==> config.mk <==
export PLATFORM = sky130hd
export DESIGN_NAME = frame_sink_flat
export DESIGN_NICKNAME = d
export VERILOG_FILES = /design/src/rtl/frame_sink_pkg.sv /design/src/rtl/frame_sink_if.sv /design/src/rtl/frame_sink.sv /design/src/flat_wrapper.sv
export SDC_FILE = /design/constraint.sdc
export NUM_CORES = 1
export LEC_CHECK = 0
export ABC_AREA = 1
export CORE_ASPECT_RATIO = 0.9
export CORE_UTILIZATION = 53
export DETAILED_ROUTE_END_ITERATION = 12
export PLACE_DENSITY = 0.9
export RECOVER_POWER = 25
export SLEW_MARGIN = 15
export SYNTH_ARGS = -nofsm -noshare
export SYNTH_HDL_FRONTEND = slang
export SYNTH_SLANG_ARGS = --single-unit
==> constraint.sdc <==
create_clock -name clock -period 2.05 [get_ports clock]
set_input_delay 0.3075 -clock clock [delete_from_list [all_inputs] [get_ports clock]]
set_output_delay 0.3075 -clock clock [all_outputs]
set_load 0.01 [all_outputs]
==> src/rtl/frame_sink_pkg.sv <==
// Shared definitions for the filter drain side: sink state encoding, image-size
// defaults common with the upstream filter, and a constant-width helper.
package frame_sink_pkg;

  typedef enum logic [1:0] {
    IDLE  = 2'd0,
    RUN   = 2'd1,
    FLUSH = 2'd2
  } state_t;

  localparam int DWIDTH_DEF      = 8;
  localparam int IMG_WIDTH_DEF   = 720;
  localparam int IMG_HEIGHT_DEF  = 540;
  localparam int WINDOW_SIZE_DEF = 3;

  // Bits needed to hold values 0..value-1, never less than one.
  function automatic int clog2(input int value);
    int r;
    r = 0;
    for (int i = 0; i < 31; i++) begin
      if ((1 << i) < value) r = i + 1;
    end
    return (r < 1) ? 1 : r;
  endfunction

endpackage

==> src/rtl/frame_sink_if.sv <==
// FIFO pop side and frame-buffer write port of the sink, bundled as one interface.
// master = the sink (pops, writes); slave = FIFO/RAM environment.
interface frame_sink_if
  import frame_sink_pkg::*;
#(
  parameter int DWIDTH = DWIDTH_DEF,
  parameter int AWIDTH = 20
) ();

  logic              fifo_rd_en;
  logic [DWIDTH-1:0] fifo_dout;
  logic              fifo_empty;
  logic              mem_wr_en;
  logic [AWIDTH-1:0] mem_addr;
  logic [DWIDTH-1:0] mem_din;
  logic              mem_busy;

  modport master (
    output fifo_rd_en,
    input  fifo_dout,
    input  fifo_empty,
    output mem_wr_en,
    output mem_addr,
    output mem_din,
    input  mem_busy
  );

  modport slave (
    input  fifo_rd_en,
    output fifo_dout,
    output fifo_empty,
    input  mem_wr_en,
    input  mem_addr,
    input  mem_din,
    output mem_busy
  );

endinterface

==> src/rtl/frame_sink.sv <==
// Pops one frame of filtered pixels from a FWFT FIFO, zeroes the border, and
// writes them in raster order to the frame buffer; reports checksum and count.
module frame_sink
  import frame_sink_pkg::*;
#(
  parameter int DWIDTH     = DWIDTH_DEF,
  parameter int IMG_WIDTH  = IMG_WIDTH_DEF,
  parameter int IMG_HEIGHT = IMG_HEIGHT_DEF,
  parameter int BORDER     = WINDOW_SIZE_DEF / 2,
  parameter int BASE_ADDR  = 0,
  parameter int AWIDTH     = 20
) (
  input  logic         clock,
  input  logic         reset,
  input  logic         start,
  frame_sink_if.master bus,
  output logic         busy,
  output logic         frame_done,
  output logic [31:0]  checksum,
  output logic [15:0]  frame_count
);

  localparam int XW = clog2(IMG_WIDTH);
  localparam int YW = clog2(IMG_HEIGHT);
  localparam logic [XW-1:0] X_LAST = XW'(IMG_WIDTH - 1);
  localparam logic [YW-1:0] Y_LAST = YW'(IMG_HEIGHT - 1);

  state_t            state;
  state_t            state_next;
  logic [XW-1:0]     x_pos;
  logic [YW-1:0]     y_pos;
  logic [AWIDTH-1:0] addr_run;
  logic              pop;
  logic              accept;
  logic              last_px;
  logic              on_edge;

  // A held (stalled) write blocks the pop so no pixel is lost while the RAM is busy.
  assign accept         = bus.mem_wr_en && !bus.mem_busy;
  assign pop            = (state == RUN) && !bus.fifo_empty && !(bus.mem_wr_en && bus.mem_busy);
  assign bus.fifo_rd_en = pop;
  assign last_px        = (x_pos == X_LAST) && (y_pos == Y_LAST);
  assign busy           = (state != IDLE);

  generate
    if (BORDER == 0) begin : g_no_border
      assign on_edge = 1'b0;
    end else begin : g_border
      localparam logic [XW-1:0] X_LO = XW'(BORDER);
      localparam logic [XW-1:0] X_HI = XW'(IMG_WIDTH - BORDER);
      localparam logic [YW-1:0] Y_LO = YW'(BORDER);
      localparam logic [YW-1:0] Y_HI = YW'(IMG_HEIGHT - BORDER);
      assign on_edge = (x_pos < X_LO) || (x_pos >= X_HI) ||
                       (y_pos < Y_LO) || (y_pos >= Y_HI);
    end
  endgenerate

  always_comb begin
    state_next = state;
    case (state)
      IDLE:    if (start) state_next = RUN;
      RUN:     if (pop && last_px) state_next = FLUSH;
      FLUSH:   if (accept) state_next = IDLE;
      default: state_next = IDLE;
    endcase
  end

  // Stage p0: raster position, running address and frame bookkeeping
  always_ff @(posedge clock) begin
    if (reset) begin
      state       <= IDLE;
      x_pos       <= '0;
      y_pos       <= '0;
      addr_run    <= '0;
      checksum    <= '0;
      frame_count <= '0;
      frame_done  <= 1'b0;
    end else begin
      state      <= state_next;
      frame_done <= (state == FLUSH) && accept;
      if (accept) checksum <= checksum + 32'(bus.mem_din);
      if ((state == FLUSH) && accept) frame_count <= frame_count + 16'd1;
      if ((state == IDLE) && start) begin
        x_pos    <= '0;
        y_pos    <= '0;
        addr_run <= AWIDTH'(BASE_ADDR);
        checksum <= '0;
      end else if (pop) begin
        addr_run <= addr_run + AWIDTH'(1);
        if (x_pos == X_LAST) begin
          x_pos <= '0;
          y_pos <= last_px ? '0 : y_pos + YW'(1);
        end else begin
          x_pos <= x_pos + XW'(1);
        end
      end
    end
  end

  // Stage p1: registered RAM write, held while the RAM stalls
  always_ff @(posedge clock) begin
    if (reset) begin
      bus.mem_wr_en <= 1'b0;
      bus.mem_addr  <= '0;
      bus.mem_din   <= '0;
    end else if (pop) begin
      bus.mem_wr_en <= 1'b1;
      bus.mem_addr  <= addr_run;
      bus.mem_din   <= on_edge ? '0 : bus.fifo_dout;
    end else if (accept) begin
      bus.mem_wr_en <= 1'b0;
    end
  end

endmodule

==> src/flat_wrapper.sv <==
// flat-port wrapper written by rule: the top's interface ports become plain ports
module frame_sink_flat import frame_sink_pkg::*;
#(
  parameter int DWIDTH     = DWIDTH_DEF,
  parameter int IMG_WIDTH  = IMG_WIDTH_DEF,
  parameter int IMG_HEIGHT = IMG_HEIGHT_DEF,
  parameter int BORDER     = WINDOW_SIZE_DEF / 2,
  parameter int BASE_ADDR  = 0,
  parameter int AWIDTH     = 20
)
  (clock, reset, start, busy, frame_done, checksum, frame_count, bus_fifo_rd_en, bus_fifo_dout, bus_fifo_empty, bus_mem_wr_en, bus_mem_addr, bus_mem_din, bus_mem_busy);
  frame_sink_if #(.DWIDTH(DWIDTH), .AWIDTH(AWIDTH)) bus_i ();
  input  logic clock;
  input  logic reset;
  input  logic start;
  output logic busy;
  output logic frame_done;
  output logic [31:0] checksum;
  output logic [15:0] frame_count;
  output wire logic [$bits(bus_i.fifo_rd_en)-1:0] bus_fifo_rd_en;
  input wire logic [$bits(bus_i.fifo_dout)-1:0] bus_fifo_dout;
  input wire logic [$bits(bus_i.fifo_empty)-1:0] bus_fifo_empty;
  output wire logic [$bits(bus_i.mem_wr_en)-1:0] bus_mem_wr_en;
  output wire logic [$bits(bus_i.mem_addr)-1:0] bus_mem_addr;
  output wire logic [$bits(bus_i.mem_din)-1:0] bus_mem_din;
  input wire logic [$bits(bus_i.mem_busy)-1:0] bus_mem_busy;
  assign bus_fifo_rd_en = bus_i.fifo_rd_en;
  assign bus_i.fifo_dout = bus_fifo_dout;
  assign bus_i.fifo_empty = bus_fifo_empty;
  assign bus_mem_wr_en = bus_i.mem_wr_en;
  assign bus_mem_addr = bus_i.mem_addr;
  assign bus_mem_din = bus_i.mem_din;
  assign bus_i.mem_busy = bus_mem_busy;
  frame_sink #(.DWIDTH(DWIDTH), .IMG_WIDTH(IMG_WIDTH), .IMG_HEIGHT(IMG_HEIGHT), .BORDER(BORDER), .BASE_ADDR(BASE_ADDR), .AWIDTH(AWIDTH)) u_core (.clock(clock), .reset(reset), .start(start), .bus(bus_i), .busy(busy), .frame_done(frame_done), .checksum(checksum), .frame_count(frame_count));
endmodule
**After elaboration in Yosys (flattened, before gate mapping)**

Index checks and enable logic that the tools add are counted.
W data, S select, Z words.

- Word-level logic and storage cells: 55
- Latch bits: 0
- Register bits after elaboration: 120
- Memory bits (writable): 0
- Output and inout bits: 80
- Memories: 0
- Input port bits: 13
- ROM bits: 0

- Equality and inequality tests: 7
- $lt $le $gt $ge: 4
- Bitwise operators: 0
- Shifts and indexed selects: 0
- Add/subtract/negate cells: 5
- Divide/modulo/power cells: 0
- Reduce and logical (&&, ||, !) cells: 20
- Multipliers: 0
- Mux-type cells: 9

Operators by type and width:

| operator | number |
|---|---|
| $add A32 B8 Y32 | 1 |
| $add A10 B1 Y10 const B | 2 |
| $add A20 B1 Y20 const B | 1 |
| $eq A10 B10 Y1 const B | 2 |
| $ge A10 B10 Y1 const B | 2 |
| $lt A10 B1 Y1 const B | 2 |
| $mux W10 | 2 |
| $add A16 B1 Y16 const B | 1 |
| $logic_and A1 B1 Y1 | 8 |
| $mux W8 | 1 |
| $mux W2 | 3 |
| $pmux W2 S3 | 1 |
| $ne A2 B2 Y1 const B | 2 |
| $reduce_bool A2 Y1 | 2 |
| $logic_not A1 Y1 | 3 |
| $logic_or A1 B1 Y1 | 3 |
| $reduce_and A3 Y1 | 1 |
| $eq A2 B1 Y1 const B | 1 |
| $eq A2 B2 Y1 const B | 1 |
| $logic_not A2 Y1 | 1 |
| $mux W1 | 2 |
| $ne A2 B1 Y1 const B | 1 |
| $reduce_and A2 Y1 | 1 |
| $reduce_or A2 Y1 | 1 |

**Logic depth before layout (Yosys ltp)**

- Word-level depth: 6
- Mapped depth: 12

**Worst setup path after synthesis**

OpenSTA, ideal clock, no wires.

- Path kind: register to register
- From: register u_core.bus.mem_din[0]
- To: register u_core.checksum[26]
- Arrival: 1730 ps
- Setup time: 115 ps
- Clock period less this slack: 1845 ps
- Path slack: 205 ps
- Path buffers: 0
- Cell stages (with the launch flop): 12
- Cell sequence: dfxtp_1 -> ha_1 -> fa_1 -> nand2_1 -> nand2_1 -> and2_1 -> nand2_1 -> nand2_1 -> nand2_1 -> nand2_1 -> a21oi_1 -> nor2_1

- Word-level cells in the longest chain between the ends: 1

Ends and longest elaborated chain:

| element | RTL line | source |
|---|---|---|
| start: declaration | frame_sink_if.sv:24 | `output mem_din,` |
| start signal: assignment | frame_sink.sv:109 | `bus.mem_din <= on_edge ? '0 : bus.fifo_dout;` |
| $add A32 B8 Y32 | frame_sink.sv:81 | `if (accept) checksum <= checksum + 32'(bus.mem_din);` |
| end signal: assignment | frame_sink.sv:81 |  |
| end: declaration | frame_sink.sv:19 | `output logic [31:0] checksum,` |

No other way between the ends.
A chain may end at the register's enable or synchronous reset.

**Worst setup path in the final report**

- From: register u_core.bus.mem_din[0]
- To: register u_core.checksum[18]

Same word-level chain as after synthesis.

==> impl_metrics.py <==
metrics = {
    "timing": {
        "drv_slew": 0,
        "fin_skew_ns": 0.00805,
        "fmax_mhz": 511,
        "tns_ns": 0,
        "rsz0062_at_grt": "no",
        "whs_ns": 0.484,
        "hold_viol": 0,
        "fin_crit_sh": 0.955,
        "setup_viol": 0,
        "relSlewSlack": 0.692,
        "tightest_slew_ns": 0.462,
        "period_minus_slack_ns": 1.96,
    },
    "final_layout": {
        "design_area_um2": 8030,
        "fin_cells": 1211,
        "area_growth_pct": 28.5,
        "finalNetCount": 1070,
        "antenna_cells": 0,
        "fillCellCount": 904,
        "layout-drive-gt1-share": 0.0645,
        "final_core_util": 0.702,
    },
    "global_route": {
        "grt_overflow": 0,
        "grt_pass1_vias": 6003,
        "grt_start_max_net_pins": 72,
        "antenna_found_initial": 0,
        "grt_first_pass_wirelength_um": 27300,
        "grt_use_total": 0.282,
    },
    "drt": {
        "drc": 0,
        "dr.pass1.iters": 5,
        "drt-total-wl_um": 16300,
        "vias_per_cell": 5.34,
        "wl_per_cell_um": 13.5,
        "via_count": 6467,
        "drt-initial-drc-count": 562,
        "ant_nets": 0,
    },
    "outcome": {
        "outcome": "finished, final reports clean",
    },
    "setup_path": {
        "worstPathArrival_ns": 2.27,
        "crit_chain": "ha_1 > fa_1 > nand2_1 > nand2_1 > and2_1 > nand2_1 > nand2_1 > nand2_1 > nand2_4 > a21oi_1 > nor2_1",
        "path_class": "flip-flop to flip-flop",
        "cp-start-kind": "flip-flop",
        "cp-end-kind": "flip-flop",
        "critPathMaxFanout": 8,
        "cp.required_ns": 2.36,
        "crit_top_cell": "nand2_1",
        "slowest_delay_ns": 0.39,
        "worst_path_max_delay_cell": "fa_1",
    },
    "die": {
        "num_rows": 37,
        "die_area_um2": 12200,
        "core_um2": 11400,
        "die_h_um": 105,
        "start_util": 0.546,
        "pin_count": 93,
        "die_w_um": 116,
    },
    "logic_synthesis": {
        "async_flop_share": 0,
        "synth_fp_nets": 964,
        "synth_cells": 936,
        "syn_avg_cell_area_um2": 6.68,
        "synth_flop_cell": "dfxtp_1",
        "ys_warn_count": 0,
        "synth_seq_cells": 120,
        "synth_area_um2": 6250,
        "synth_edf_count": 0,
        "synth_cell_types": 39,
        "yosysSeqAreaShare": 0.384,
    },
    "run": {
        "cap_violations": 0,
    },
    "power_and_ir_drop": {
        "p_leak_uw": 0.00325,
        "ir_drop_mv": 0.709,
        "p_sw_frac": 0.215,
        "clockPowerShare": 0.530,
        "comb_power_share": 0.061,
        "pwr-share-seq": 0.409,
        "p_sw_uw": 1270,
        "intPower_uw": 4630,
        "powerDensity_nw_per_um2": 734,
    },
    "placement": {
        "port_buffers": 92,
        "placed_cell_area_um2": 7420,
        "place_congestion": 0.916,
        "placed_cells": 1179,
        "place_hpwl_um": 11400,
    },
    "clock_tree": {
        "h-tree-depth": 4,
        "clkTransAtPathRegs_ns": 0.05,
        "cts_root_buf": "clkbuf_16",
        "clock_path_buffers": 2,
        "cts_buffers": 17,
        "insertion_delay_ns": 0.42,
        "cts_sinks": 120,
        "cts_hold_buf": 0,
        "cts_setup_buffers": 0,
        "cts_tree": "done",
    },
    "min_path": {
        "hp-class": "primary input to flip-flop",
    },
}
-- sequential cells by signal (all words and copies together), names as in the netlist --
register and flops:
u_core.addr_run 20, u_core.bus.mem_addr 20, u_core.bus.mem_din 8, u_core.bus.mem_wr_en 1
u_core.checksum 32, u_core.frame_count 16, u_core.frame_done 1, u_core.state 2
u_core.x_pos 10, u_core.y_pos 10
-- synth_stat cells (2+ instances only) --
cell type,n,area [µm²]
nor2_1,113,424
nand2_2,5,31.3
nor3_2,2,20.0
nand2_1,212,796
o21ai_0,56,280
o21bai_1,2,15.0
inv_1,125,469
nand3_2,3,30.0
and2_1,2,12.5
a31oi_1,2,12.5
buf_2,9,45.0
nor3_1,24,120
a21oi_1,89,445
ha_1,14,175
nor2_4,5,56.3
nor3b_1,4,30.0
nand3_1,80,400
clkbuf_1,9,33.8
o21a_1,2,15.0
buf_1,2,7.51
a211oi_1,2,15.0
nand4_1,17,106
xor2_1,14,123
and3_1,2,12.5
dfxtp_1,120,2400
inv_2,2,7.51
nor2_2,6,37.5
xnor2_1,2,17.5
-- worst paths after layout --
path / start / endpoint / slack (ns) / cells past startpoint
max: u_core.bus.mem_din[0] / u_core.checksum[18] / 0.09 / 11
max reg2reg: u_core.bus.mem_din[0] / u_core.checksum[18] / 0.09 / 11
min reg2reg: u_core.addr_run[19] / u_core.bus.mem_addr[19] / 0.49 / 2
min: bus_fifo_dout[0] / u_core.bus.mem_din[0] / 0.48 / 3
-- metrics by stage --
step           power (µW)  worst slack, ns
2_1_floorplan        2640            0.205
3_3_place_gp         2810           0.0371
3_5_place_dp         2820           0.0147
5_1_grt              6060          0.00620
6_report             5900           0.0926
4_1_cts              5920         0.000734
-- power by group through the flow --
stage	registers [µW]	clock network, µW	logic, µW
2_1_floorplan	2470	0	176
3_3_place_gp	2460	0	351
3_5_place_dp	2460	0	359
4_1_cts	2410	3140	366
5_1_grt	2410	3250	394
6_report	2410	3130	360
-- layer usage --
layer / vias up / part of all wire / global-route usage
met5: - / 0 / 0
met4: 0 / 0.027 / 0.125
met3: 49 / 0.069 / 0.0621
met2: 252 / 0.48 / 0.471
met1: 2919 / 0.43 / 0.342
li1: 3247 / - / -
-- cell type report --
cell class / count / area [µm²] / share of cell area
repair buffers: 109 / 1080 / 0.134
inverters: 128 / 483 / 0.0602
clock buffers: 24 / 512 / 0.0637
well taps: 156 / 195 / 0.0243
flip-flops and latches: 120 / 2400 / 0.299
multi-input cells: 666 / 3240 / 0.404
clock inverters: 8 / 115 / 0.0143
-- kinds of logic after synthesis --
group / synth area share
buffers and inverters: 0.0941
adders and majority gates: 0.0312
and+or+nand+nor: 0.337
AOI/OAI and AO/OA: 0.130
xor gates and xnor gates: 0.0224
DFF: 0.384
-- critical path: cells and delay by family (launching register included) --
kind / cells / cell delay (ns)
compound gates: 1 / 0.15
fa+ha+maj: 2 / 0.61
flops: 1 / 0.33
simple gates: 8 / 0.75
-- placed cells by master (no fill, tap or decap), drive strengths merged, types with 5 or more instances in the layout --
cell	count
xor2	14
dfxtp	120
nand4	17
nand3	84
nor3	26
a21oi	89
o21ai	57
ha	14
nand2	217
clkbuf	27
buf	14
clkinv	5
inv	128
nor2	124
clkdlybuf4s50	89
-- timing repair --
action	CTS	global route
endpoints found under the setup margin	3	8
resized for setup	1	6
endpoints found under the hold margin	0	0
No activity file was read; power rests on OpenSTA's default activity.
